===== src/rtl/alu_pkg.sv =====
`default_nettype none
// ============================================================================
// Module      : alu_pkg
// Description : Shared definitions for the ALU result stage: flag bit
//               positions, the packed flag type, default widths, the skid
//               buffer state encoding and a flag-packing helper.
// Revision    : 1.0 - initial release
// ============================================================================
package alu_pkg;

    // Bit positions of each flag inside a packed {N,Z,C,V} nibble.
    localparam int FLAG_N = 3;
    localparam int FLAG_Z = 2;
    localparam int FLAG_C = 1;
    localparam int FLAG_V = 0;

    // Default widths of the datapath result and the opcode tag.
    localparam int WIDTH_DEFAULT = 8;
    localparam int OP_W_DEFAULT  = 4;

    typedef logic [3:0] alu_flags_t;

    // Two-entry skid buffer occupancy.
    typedef enum logic [1:0] {
        SB_EMPTY = 2'd0,
        SB_ONE   = 2'd1,
        SB_TWO   = 2'd2
    } skid_state_t;

    // Place the individual flags at their fixed bit positions. No flag is
    // recomputed here; this is purely a positional packing.
    function automatic alu_flags_t pack_flags(
        input logic n,
        input logic z,
        input logic c,
        input logic v
    );
        alu_flags_t f;
        f         = '0;
        f[FLAG_N] = n;
        f[FLAG_Z] = z;
        f[FLAG_C] = c;
        f[FLAG_V] = v;
        return f;
    endfunction

endpackage : alu_pkg
`default_nettype wire


===== src/rtl/alu_result_stage_skid_buffer.sv =====
`default_nettype none
// ============================================================================
// Module      : skid_buffer
// Description : Generic two-entry valid/ready buffer. The main entry drives
//               the output; the skid entry absorbs one extra item so that the
//               upstream ready can be a pure register output.
// Ports       : clk, rst_n            - clock, async active-low reset
//               i_valid/o_ready/i_data - upstream handshake and payload
//               o_valid/i_ready/o_data - downstream handshake and payload
// Parameters  : DATA_W - payload width
// Revision    : 1.0 - initial release
// ============================================================================
module skid_buffer
    import alu_pkg::*;
#(
    parameter int DATA_W = 16
) (
    input  logic              clk,
    input  logic              rst_n,
    input  logic              i_valid,
    output logic              o_ready,
    input  logic [DATA_W-1:0] i_data,
    output logic              o_valid,
    input  logic              i_ready,
    output logic [DATA_W-1:0] o_data
);

    skid_state_t       r_state;
    skid_state_t       w_state_nxt;
    logic [DATA_W-1:0] r_main;
    logic [DATA_W-1:0] r_skid;
    logic              r_ready;

    logic              w_accept;
    logic              w_retire;
    logic              w_load_main;
    logic              w_load_skid;
    logic              w_shift;

    assign o_valid  = (r_state != SB_EMPTY);
    assign o_ready  = r_ready;
    assign o_data   = r_main;

    // r_ready is low only in SB_TWO, so nothing is ever accepted when both
    // entries are occupied.
    assign w_accept = i_valid & r_ready;
    assign w_retire = o_valid & i_ready;

    // ------------------------------------------------------------------
    // Next-state and datapath control
    // ------------------------------------------------------------------
    always_comb begin
        w_state_nxt = r_state;
        w_load_main = 1'b0;
        w_load_skid = 1'b0;
        w_shift     = 1'b0;
        case (r_state)
            SB_EMPTY: begin
                if (w_accept) begin
                    w_state_nxt = SB_ONE;
                    w_load_main = 1'b1;
                end
            end
            SB_ONE: begin
                if (w_accept && !w_retire) begin
                    w_state_nxt = SB_TWO;
                    w_load_skid = 1'b1;
                end else if (w_accept && w_retire) begin
                    // Head leaves and the new item takes its place at once.
                    w_load_main = 1'b1;
                end else if (w_retire) begin
                    w_state_nxt = SB_EMPTY;
                end
            end
            SB_TWO: begin
                if (w_retire) begin
                    w_state_nxt = SB_ONE;
                    w_shift     = 1'b1;
                end
            end
            default: begin
                w_state_nxt = SB_EMPTY;
            end
        endcase
    end

    // ------------------------------------------------------------------
    // State and registered ready
    // ------------------------------------------------------------------
    always_ff @(posedge clk or negedge rst_n) begin
        if (!rst_n) begin
            r_state <= SB_EMPTY;
            r_ready <= 1'b1;
        end else begin
            r_state <= w_state_nxt;
            r_ready <= (w_state_nxt != SB_TWO);
        end
    end

    // ------------------------------------------------------------------
    // Entry storage
    // ------------------------------------------------------------------
    always_ff @(posedge clk or negedge rst_n) begin
        if (!rst_n) begin
            r_main <= '0;
            r_skid <= '0;
        end else begin
            if (w_load_main) begin
                r_main <= i_data;
            end else if (w_shift) begin
                r_main <= r_skid;
            end
            if (w_load_skid) begin
                r_skid <= i_data;
            end
        end
    end

endmodule : skid_buffer
`default_nettype wire


===== src/rtl/alu_result_stage.sv =====
`default_nettype none
// ============================================================================
// Module      : alu_result_stage
// Description : Registered output stage behind the logic units. Captures the
//               result, {N,Z,C,V} flags and op tag, delivers them through a
//               two-entry skid buffer and keeps a status register holding
//               the flags of the last retired result.
// Ports       : clk, rst_n                 - clock, async active-low reset
//               in_valid/in_ready          - upstream handshake
//               in_result, in_op           - result and opcode tag
//               in_negative/zero/cout/overflow - upstream flags
//               out_valid/out_ready        - downstream handshake
//               out_result/out_flags/out_op - head-of-buffer entry
//               status_flags               - flags of last retired result
//               sticky_clear/sticky_flags  - OR-accumulated flags
//                                            (ALU_STICKY_FLAGS_EN only)
// Options     : ALU_STICKY_FLAGS_EN - adds the sticky flag register and ports
// Parameters  : WIDTH - result width, OP_W - opcode tag width
// Revision    : 1.0 - initial release
// ============================================================================
module alu_result_stage
    import alu_pkg::*;
#(
    parameter int WIDTH = WIDTH_DEFAULT,
    parameter int OP_W  = OP_W_DEFAULT
) (
    input  logic             clk,
    input  logic             rst_n,
    input  logic             in_valid,
    output logic             in_ready,
    input  logic [WIDTH-1:0] in_result,
    input  logic             in_negative,
    input  logic             in_zero,
    input  logic             in_cout,
    input  logic             in_overflow,
    input  logic [OP_W-1:0]  in_op,
    output logic             out_valid,
    input  logic             out_ready,
    output logic [WIDTH-1:0] out_result,
    output logic [3:0]       out_flags,
    output logic [OP_W-1:0]  out_op,
`ifdef ALU_STICKY_FLAGS_EN
    input  logic             sticky_clear,
    output logic [3:0]       sticky_flags,
`endif
    output logic [3:0]       status_flags
);

    localparam int c_payload_w = OP_W + 4 + WIDTH;

    logic [c_payload_w-1:0] w_payload_in;
    logic [c_payload_w-1:0] w_payload_out;
    alu_flags_t             w_flags_in;
    logic                   w_retire;
    alu_flags_t             r_status;

    // Payload layout: {op, flags, result}.
    assign w_flags_in   = pack_flags(in_negative, in_zero, in_cout, in_overflow);
    assign w_payload_in = {in_op, w_flags_in, in_result};

    skid_buffer #(
        .DATA_W (c_payload_w)
    ) u_skid (
        .clk     (clk),
        .rst_n   (rst_n),
        .i_valid (in_valid),
        .o_ready (in_ready),
        .i_data  (w_payload_in),
        .o_valid (out_valid),
        .i_ready (out_ready),
        .o_data  (w_payload_out)
    );

    assign out_result = w_payload_out[WIDTH-1:0];
    assign out_flags  = w_payload_out[WIDTH+3:WIDTH];
    assign out_op     = w_payload_out[c_payload_w-1:WIDTH+4];

    assign w_retire   = out_valid & out_ready;

    // ------------------------------------------------------------------
    // Architectural status: flags of the most recently retired result
    // ------------------------------------------------------------------
    always_ff @(posedge clk or negedge rst_n) begin
        if (!rst_n) begin
            r_status <= '0;
        end else if (w_retire) begin
            r_status <= out_flags;
        end
    end

    assign status_flags = r_status;

`ifdef ALU_STICKY_FLAGS_EN
    // ------------------------------------------------------------------
    // Sticky flags: a clear is applied first, then the retiring flags are
    // OR-ed in, so a clear coinciding with a retire keeps that retire.
    // ------------------------------------------------------------------
    alu_flags_t r_sticky;
    alu_flags_t w_sticky_nxt;

    always_comb begin
        w_sticky_nxt = r_sticky;
        if (sticky_clear) begin
            w_sticky_nxt = '0;
        end
        if (w_retire) begin
            w_sticky_nxt = w_sticky_nxt | out_flags;
        end
    end

    always_ff @(posedge clk or negedge rst_n) begin
        if (!rst_n) begin
            r_sticky <= '0;
        end else begin
            r_sticky <= w_sticky_nxt;
        end
    end

    assign sticky_flags = r_sticky;
`endif

endmodule : alu_result_stage
`default_nettype wire


===== config.mk =====
export PLATFORM = sky130hd
export DESIGN_NAME = alu_result_stage
export DESIGN_NICKNAME = d
export VERILOG_FILES = /design/src/rtl/alu_pkg.sv /design/src/rtl/alu_result_stage_skid_buffer.sv /design/src/rtl/alu_result_stage.sv
export SDC_FILE = /design/constraint.sdc
export NUM_CORES = 1
export LEC_CHECK = 0
export ABC_CLOCK_PERIOD_IN_PS = 2300
export CAP_MARGIN = 5
export CORE_MARGIN = 2
export CORE_UTILIZATION = 49
export CTS_CLUSTER_SIZE = 25
export DETAILED_ROUTE_END_ITERATION = 12
export GPL_TIMING_DRIVEN = 0
export PLACE_DENSITY = 0.79
export SETUP_SLACK_MARGIN = 0.3
export SYNTH_ARGS = -nofsm -noshare
export SYNTH_HDL_FRONTEND = slang
export SYNTH_SLANG_ARGS = --single-unit

===== constraint.sdc =====
create_clock -name clk -period 2.3 [get_ports clk]
set_clock_uncertainty 0.2 [all_clocks]
set_input_delay 0.46 -clock clk [delete_from_list [all_inputs] [get_ports clk]]
set_output_delay 0.46 -clock clk [all_outputs]
set_load 0.1 [all_outputs]

# ---- After elaboration in Yosys (flattened, before gate mapping)
# Index checks and enable logic that the tools add are counted.
dict set report totals {
  ff_bits 39
  input_bits 20
  output_inout_bits 22
  elab_cells 32
}
dict set report op_classes {
  eq_ne 3
  mux 16
  bitwise_logic 2
  reduce_logical 6
}
# op count
set op_table {}
lappend op_table {{$mux 16} 2}
lappend op_table {{$mux 2} 5}
lappend op_table {{$mux 1} 7}
lappend op_table {{$pmux 2 s3} 1}
lappend op_table {{$reduce_bool 2->1} 2}
lappend op_table {{$and 1x1->1} 2}
lappend op_table {{$eq 2x1->1 const B} 1}
lappend op_table {{$eq 2x2->1 const B} 1}
lappend op_table {{$logic_and 1x1->1} 2}
lappend op_table {{$logic_not 2->1} 1}
lappend op_table {{$ne 2x2->1 const B} 1}
lappend op_table {{$pmux 1 s2} 1}
lappend op_table {{$logic_not 1->1} 1}

# ---- Longest topological paths before layout
# Gate-level depths: netlist of the first run.
dict set report logic_depth {
  depth_word 7
  depth_mapped 5
  depth_no_buf 3
}

# ---- Hierarchy
# Synthesis of the first run repeated with hierarchy kept, for this count alone.
dict set report unflattened {
  cells_unflattened 111
  hier_area_um2 1736.7
}
# mod instances cells_per_inst area_per_inst_um2 seq_area_each_um2
set modules_own_cells {}
lappend modules_own_cells {skid_buffer 1 102 1570.3 877.1}
lappend modules_own_cells {alu_result_stage 1 9 166.4 100.1}

# ---- Worst setup path after synthesis of the first run
# OpenSTA, ideal clock, no wires.
dict set report synth_path {
  path_type {register -> register}
  start {reg u_skid.r_ready (netlist: u_skid.o_ready)}
  end {reg u_skid.r_skid[10]}
  setup_ns 0.125
  arrival_time_ns 2.035
  t_required_ns 1.975
  slack_ns -0.060
  path_stages_with_launch 5
  path_buffers 1
  period_less_slack_ns 2.360
  path_cell_list {dfstp_2 -> nand2_1 -> nor3_2 -> buf_4 -> mux2_2}
}
dict set report synth_between {
  elab_chain_cells 4
}
# item line
set synth_rtl {}
lappend synth_rtl {{start, declared} alu_result_stage_skid_buffer.sv:32} ;# logic r_ready;
lappend synth_rtl {{start signal, assigned} alu_result_stage_skid_buffer.sv:96} ;# r_ready <= (w_state_nxt != SB_TWO);
lappend synth_rtl {{$and 1x1->1} alu_result_stage_skid_buffer.sv:46} ;# assign w_accept = i_valid & r_ready;
lappend synth_rtl {{$logic_and 1x1->1} alu_result_stage_skid_buffer.sv:65} ;# if (w_accept && !w_retire) begin
lappend synth_rtl {{$mux 1} alu_result_stage_skid_buffer.sv:65}
lappend synth_rtl {{$mux 1} alu_result_stage_skid_buffer.sv:57} ;# case (r_state)
lappend synth_rtl {{end signal, assigned} alu_result_stage_skid_buffer.sv:114} ;# r_skid <= i_data;
lappend synth_rtl {{end, declared} alu_result_stage_skid_buffer.sv:31} ;# logic [DATA_W-1:0] r_skid;
# Every way passes these cells.
# A chain may end at the register's enable or synchronous reset.

# ---- Final worst setup path of the first run
dict set report layout_path {
  start {reg u_skid.r_main[4] (netlist: u_skid.o_data[4])}
  end {out out_result[4]}
}
# item line
set layout_lines {}
lappend layout_lines {{start, declared} alu_result_stage_skid_buffer.sv:30} ;# logic [DATA_W-1:0] r_main;
lappend layout_lines {{start signal, assigned} alu_result_stage_skid_buffer.sv:109} ;# r_main <= i_data;
lappend layout_lines {{start signal, assigned} alu_result_stage_skid_buffer.sv:111} ;# r_main <= r_skid;
lappend layout_lines {{end, declared} alu_result_stage.sv:39} ;# output logic [WIDTH-1:0] out_result,
# No word-level cell between the ends.

==> results.yml, run 1 <==
route:
  drt-vias-per-instance: 5.16
  vias: 1088
  drt_pass1_iterations: 2
  routedWlPerCell_um: 15.6
  route.final.wire_length_um: 3280
  post-route-drc-count: 0
  drt_iter0_markers: 25
  drtAntennaViolNets: 0
finish:
  layout.area.seq_um2: 982
  multiInputGateArea_um2: 776
  insertedDiodeCount: 0
  number_of_nets_in_the_layout: 184
  drive_gt1_share_pct: 63.0
  filler_cell_count: 232
  areaGrowthSynthToFinish_pct: 38.8
  post_layout_nonfiller_instances: 211
die:
  initial_utilization_pct: 51.5
  num_io_pins: 42
  floorplan.die.width_um: 63.7
  core_region_area_um2: 3390
  fp-row-count: 21
  dieArea_um2: 4060
  die_height_um: 63.7
sta:
  fin_worst_hold_slack_ns: -0.000404
  fin_crit_sh_pct: 84.7
  maxClockFrequency_mhz: 513
  report.final.slew_viol_count: 0
  final-hold-violation-count: 1
  slew_headroom_pct: 43.9
  final_setup_fails: 0
  setup_repair_after_global_routing_missed_its_margin: "false"
  fin_crit_ns: 1.95
  worst-slew-pin-transition_ns: 0.841
critical_path:
  timing.critical_path.from: "u_skid.o_data[4]"
  cpMaxStageDelayCell: "sky130_fd_sc_hd__clkdlybuf4s15_2"
  cp_cell_sequence: "clkdlybuf4s15_2"
  setup.worst_path.class: "reg2out"
  worstPathArrival_ns: 1.29
  crit_end: "out_result[4]"
  critical_path.max_stage_delay_ns: 0.57
  crit_fanout: 2
  timing.rr.end: "u_skid.o_data[7]"
  cp_num_buf_inv: 1
  path_length_in_cells_of_the_critical_path: 1
  rr_worst_depth: 5
  worstReg2RegStart: "u_skid.o_ready"
  setup.worst_path.start_class: "register"
  critical-path-top-delay-family: "buffers and inverters"
  cp-end-kind: "primary output"
  reg2reg_setup_slack_ns: 0.35
  critPathRequiredTime_ns: 1.64
global_routing:
  grt_pass1_vias: 1233
  initial_antenna_violation_count: 0
  grt_start_max_net_pins: 40
  grt_overflow: 0
  grt_first_pass_wirelength_um: 5690
  grt_usage_pct: 18.5
synthesis:
  ys_top_cells_by_count: "sky130_fd_sc_hd__mux2_2 (43), sky130_fd_sc_hd__dfrtp_1 (38), sky130_fd_sc_hd__mux2_4 (10)"
  synth_compound_gate_area_share_pct: 0.788
  simple_gate_share_of_the_synthesized_area_pct: 4.44
  synth.most_common_cell: "sky130_fd_sc_hd__mux2_2"
  ys_warn_count: 0
  synth.avg_cell_area_um2: 16.0
  ys_top_cells_by_area: "sky130_fd_sc_hd__dfrtp_1 (54%), sky130_fd_sc_hd__mux2_2 (28%), sky130_fd_sc_hd__mux2_4 (8.6%)"
  synth_top_area_share_pct: 54.4
  synth_async_sr_flop_share_pct: 100
  synth_largest_area_cell: "sky130_fd_sc_hd__dfrtp_1"
  synth.cell_area_um2: 1750
  yosys-mux-area-fraction_pct: 36.3
  synth_enable_flop_cells: 0
  yosysUniqueCellTypes: 18
  ys_dominant_reg_cell: "sky130_fd_sc_hd__dfrtp_1"
  synth-seq-cells: 39
  synth_sequential_area_ratio_pct: 55.9
  dominant_combinational_cell_family_by_area_after_synthesis: "multiplexers"
  synth_adder_area_share_pct: 0
  post_synth_xor_area_fraction_pct: 0
  postSynthCellCount: 109
  synth.net_count: 129
flow_run:
  cap_violations: 0
clocking:
  numClockSinks: 39
  cts_inserted_buffers: 5
  clk_path_buf_depth: 2
  clock_insertion_delay_worst_skew_ns: 0.35
  clock_tree_from_tritoncts: "yes"
  clk_root_buffer_cell: "sky130_fd_sc_hd__clkbuf_4"
  cts-htree-levels: 2
  path_clk_slew_ns: 0.12
  post_cts_hold_buffer_count: 0
placed_design:
  port_buffers: 41
  dp.final_hpwl_um: 2310
  place.detailed.instances: 196
  place.gp.congestion: 0.661
min_path:
  min-delay-path-class: "in2async"
outcome:
  run_status: "finished, violations left"
  failed_checks: "negative hold slack"
[sequential cells by signal, summed over array words and instances, names as in the netlist]
| name | count |
|---|---|
| u_skid.o_data | 16 |
| u_skid.r_skid | 16 |
| status_flags | 4 |
| u_skid.r_state | 2 |
| u_skid.o_ready | 1 |
[final cells by class]
class | count | share of cell area [%]
clock inverters | 2 | 1.44
clock buffers | 6 | 2.12
repair buffers | 48 | 19.5
plain buffers | 4 | 2.06
flip-flops and latches | 39 | 40.5
well taps | 46 | 2.37
multi-input cells | 66 | 32.0
[metal layers]
metal | share of wire [%] | global-route usage (%)
met3 | 4.6 | 5.71
met5 | 0 | 0
met1 | 41 | 20.8
met4 | 1.6 | 6.52
met2 | 53 | 32.9
[stage by stage]
step / setup TNS, ns / cell area (um^2) / hold slack, ns / setup WS [ns] / utilization (%)
after floorplan: 0 / 1790 / -0.0356 / 0.168 / -
after global placement: -12.60 / 2260 / 0.285 / -0.247 / 66.6
after detailed placement: -4.69 / 2250 / 0.292 / -0.261 / 66.5
after CTS: 0 / 2380 / 0.00937 / 0.148 / 70.4
after global routing: 0 / 2420 / 0.0495 / 0.304 / 71.5
final: 0 / 2420 / -0.000404 / 0.351 / 71.5
[cell usage in the layout (no fill, tap or decap), drive strengths merged, types with 2 or more instances in the layout]
| cell type | n |
|---|---|
| clkbuf | 7 |
| clkdlybuf4s18 | 3 |
| nand2 | 2 |
| nand2b | 2 |
| nor2 | 2 |
| dfrtp | 38 |
| clkdlybuf4s15 | 15 |
| mux2 | 53 |
| clkdlybuf4s50 | 17 |
| or2 | 2 |
| buf | 15 |
[worst min-delay path by stage]
stage | end | slack (ns)
2_1_floorplan | status_flags[0] | -0.04
3_3_place_gp | u_skid.r_skid[5] | 0.29
3_5_place_dp | u_skid.r_skid[9] | 0.29
4_1_cts | u_skid.r_skid[12] | 0.009
5_1_grt | u_skid.o_data[3] | 0.05
6_report | u_skid.r_skid[3] | -0.0004
[kinds of logic after synthesis]
| group | after synthesis |
|---|---|
| multiplexers | 53 |
| flip-flops | 39 |
| AND/OR/NAND/NOR | 11 |
| buffers and inverters | 4 |
| AO/OA/AOI/OAI | 2 |
[timing repair]
action / 4_1_cts / 5_1_grt
gates cloned: 0 / 0
endpoints found under the setup margin: 40 / 18
resized for setup: 73 / 16
buffers inserted: 4 / 3
pin swaps: 1 / 1
Power of run 1 is not shown: default switching activity piles up to over one toggle a cycle in this logic, so the estimate is an artifact.
==> inputs of run 2 (changes only) <==
--- a/config.mk
+++ b/config.mk
@@ -5,14 +5,14 @@
 export SDC_FILE = /design/constraint.sdc
 export NUM_CORES = 1
 export LEC_CHECK = 0
-export ABC_CLOCK_PERIOD_IN_PS = 2300
+export ABC_CLOCK_PERIOD_IN_PS = 1600
 export CAP_MARGIN = 5
 export CORE_MARGIN = 2
-export CORE_UTILIZATION = 49
+export CORE_UTILIZATION = 44
 export CTS_CLUSTER_SIZE = 25
 export DETAILED_ROUTE_END_ITERATION = 12
 export GPL_TIMING_DRIVEN = 0
-export PLACE_DENSITY = 0.79
+export PLACE_DENSITY = 0.75
 export SETUP_SLACK_MARGIN = 0.3
 export SYNTH_ARGS = -nofsm -noshare
 export SYNTH_HDL_FRONTEND = slang
==> constraint.sdc (replaced) <==
create_clock -name clk -period 1.6 [get_ports clk]
set_clock_uncertainty 0.2 [all_clocks]
set_input_delay 0.32 -clock clk [delete_from_list [all_inputs] [get_ports clk]]
set_output_delay 0.32 -clock clk [all_outputs]
set_load 0.1 [all_outputs]
==> run 2 against run 1 <==
Clock-buffer cell count fell by 1. Critical path depth up 4. Global-route usage rose by 1.7 points. Critical endpoint is now u_skid.o_data[7]. The run ends with negative hold slack, negative setup slack left.
==> results.yml, run 2 (synthesized netlist as in run 1, its figures left out) <==
critical_path:
  cp-end-kind: "register"
  cpMaxStageDelayCell: "sky130_fd_sc_hd__dfstp_4"
  setup.worst_path.class: "reg2reg"
  cp_cell_sequence: "nand2_4 > or3b_4 > buf_6 > buf_12 > mux2_4"
  crit_fanout: 5
  critPathRequiredTime_ns: 1.58
  setup.worst_path.start_class: "register"
  critical_path.max_stage_delay_ns: 0.63
  worstPathArrival_ns: 1.92
sta:
  slew_headroom_pct: 43.7
  setup_repair_after_global_routing_missed_its_margin: "true"
  postLayoutSetupSlackWorst_ns: -0.341
  maxClockFrequency_mhz: 515
  final_setup_fails: 36
  worst-slew-pin-transition_ns: 0.844
  fin_worst_hold_slack_ns: -0.0802
  fin_crit_ns: 1.94
  report.final.slew_viol_count: 0
  final-hold-violation-count: 38
  fin_crit_sh_pct: 121
global_routing:
  grt_pass1_vias: 1279
  grt_usage_pct: 20.1
  grt_start_max_net_pins: 40
  grt_overflow: 0
  grt_first_pass_wirelength_um: 6480
  initial_antenna_violation_count: 0
route:
  route.final.wire_length_um: 3850
  drtAntennaViolNets: 0
  drt_iter0_markers: 58
  post-route-drc-count: 0
  vias: 1135
  drt_pass1_iterations: 4
  drt-vias-per-instance: 5.04
  routedWlPerCell_um: 17.1
die:
  core_region_area_um2: 3740
  dieArea_um2: 4490
  initial_utilization_pct: 46.7
  floorplan.die.width_um: 67.0
  num_io_pins: 42
  die_height_um: 67.0
  fp-row-count: 22
clocking:
  clk_path_buf_depth: 2
  clock_tree_from_tritoncts: "yes"
  numClockSinks: 39
  clock_insertion_delay_worst_skew_ns: 0.30
  cts_inserted_buffers: 5
  clk_root_buffer_cell: "sky130_fd_sc_hd__clkbuf_8"
  cts-htree-levels: 2
  path_clk_slew_ns: 0.08
finish:
  areaGrowthSynthToFinish_pct: 64.7
  post_layout_nonfiller_instances: 225
  final_common_cell: "sky130_fd_sc_hd__mux2_4"
  final_area_um2: 2880
  final_cell_mix: "sky130_fd_sc_hd__mux2_4 (30), sky130_fd_sc_hd__dfrtp_1 (26), sky130_fd_sc_hd__mux2_2 (23), sky130_fd_sc_hd__buf_12 (22), sky130_fd_sc_hd__clkdlybuf4s50_1 (17)"
  drive_gt1_share_pct: 73.4
  insertedDiodeCount: 0
  number_of_nets_in_the_layout: 196
placed_design:
  place.gp.congestion: 0.672
  dp.final_hpwl_um: 2260
  port_buffers: 41
  dpl-instance-area_um2: 2320
  place.detailed.instances: 198
flow_run:
  cap_violations: 0
min_path:
  min-delay-path-class: "in2async"
outcome:
  run_status: "finished, violations left"
  failed_checks: "negative hold slack, negative setup slack"
-- run 2: per-stage QoR --
step | setup WS [ns] | TNS [ns] | utilization [%] | hold slack (ns)
after floorplan | -0.532 | -14.55 | - | -0.176
after global placement | -0.987 | -70.30 | 62.0 | 0.286
after detailed placement | -0.943 | -35.71 | 61.9 | 0.272
after CTS | -0.356 | -10.65 | 75.2 | -0.0556
after global routing | -0.364 | -12.13 | 76.8 | -0.00793
final | -0.341 | -10.80 | 76.8 | -0.0802
-- run 2: critical path: cells and delay by family (launching register included) --
kind                   cells  cell delay, ns
flip-flops                 1            0.63
AND/OR/NAND/NOR            2            0.42
multiplexers               1            0.29
buffers and inverters      2            0.28
-- run 2: what timing repair did --
| action | in CTS | in global routing |
|---|---|---|
| gates resized for setup | 208 | 5 |
| pin swaps | 4 | 3 |
| endpoints found under the hold margin | 38 | 30 |
| buffers inserted | 11 | 6 |
| setup endpoints to repair | 61 | 61 |
| cloned | 2 | 0 |
-- run 2: path summary, 6_finish.rpt --
check / from / endpoint / slack [ns] / cells after the start
setup / recovery: u_skid.o_ready / u_skid.o_data[7] / -0.34 / 5
hold / removal: rst_n / u_skid.r_state[1] / -0.08 / 1
setup reg to reg: u_skid.o_ready / u_skid.o_data[7] / -0.34 / 5
max in group asynchronous: rst_n / u_skid.o_data[15] / 0.69 / 1
hold reg to reg: u_skid.r_skid[12] / u_skid.r_skid[12] / 0.31 / 1
min in group clk: u_skid.r_skid[12] / u_skid.r_skid[12] / 0.31 / 1
-- run 2: layout make-up --
cell class	instances	area [um^2]
multi-input combinational	66	836
tap	48	60.1
fill	225	867
sequential	39	996
timing repair buffer	60	798
buffer	4	50.0
clock inverter	3	67.6
clock buffer	5	68.8
-- run 2: metal layers --
| layer | GRT usage (%) | share of wire, % | vias to the layer above | wire length (um) |
|---|---|---|---|---|
| li1 | - | - | 522 | - |
| met1 | 25.0 | 45 | 572 | 1730 |
| met2 | 32.3 | 49 | 34 | 1880 |
| met3 | 6.76 | 4.9 | 7 | 187 |
| met4 | 7.65 | 1.4 | 0 | 55 |
| met5 | 0 | 0 | - | 0 |
Power of run 2 is left out for the same reason.
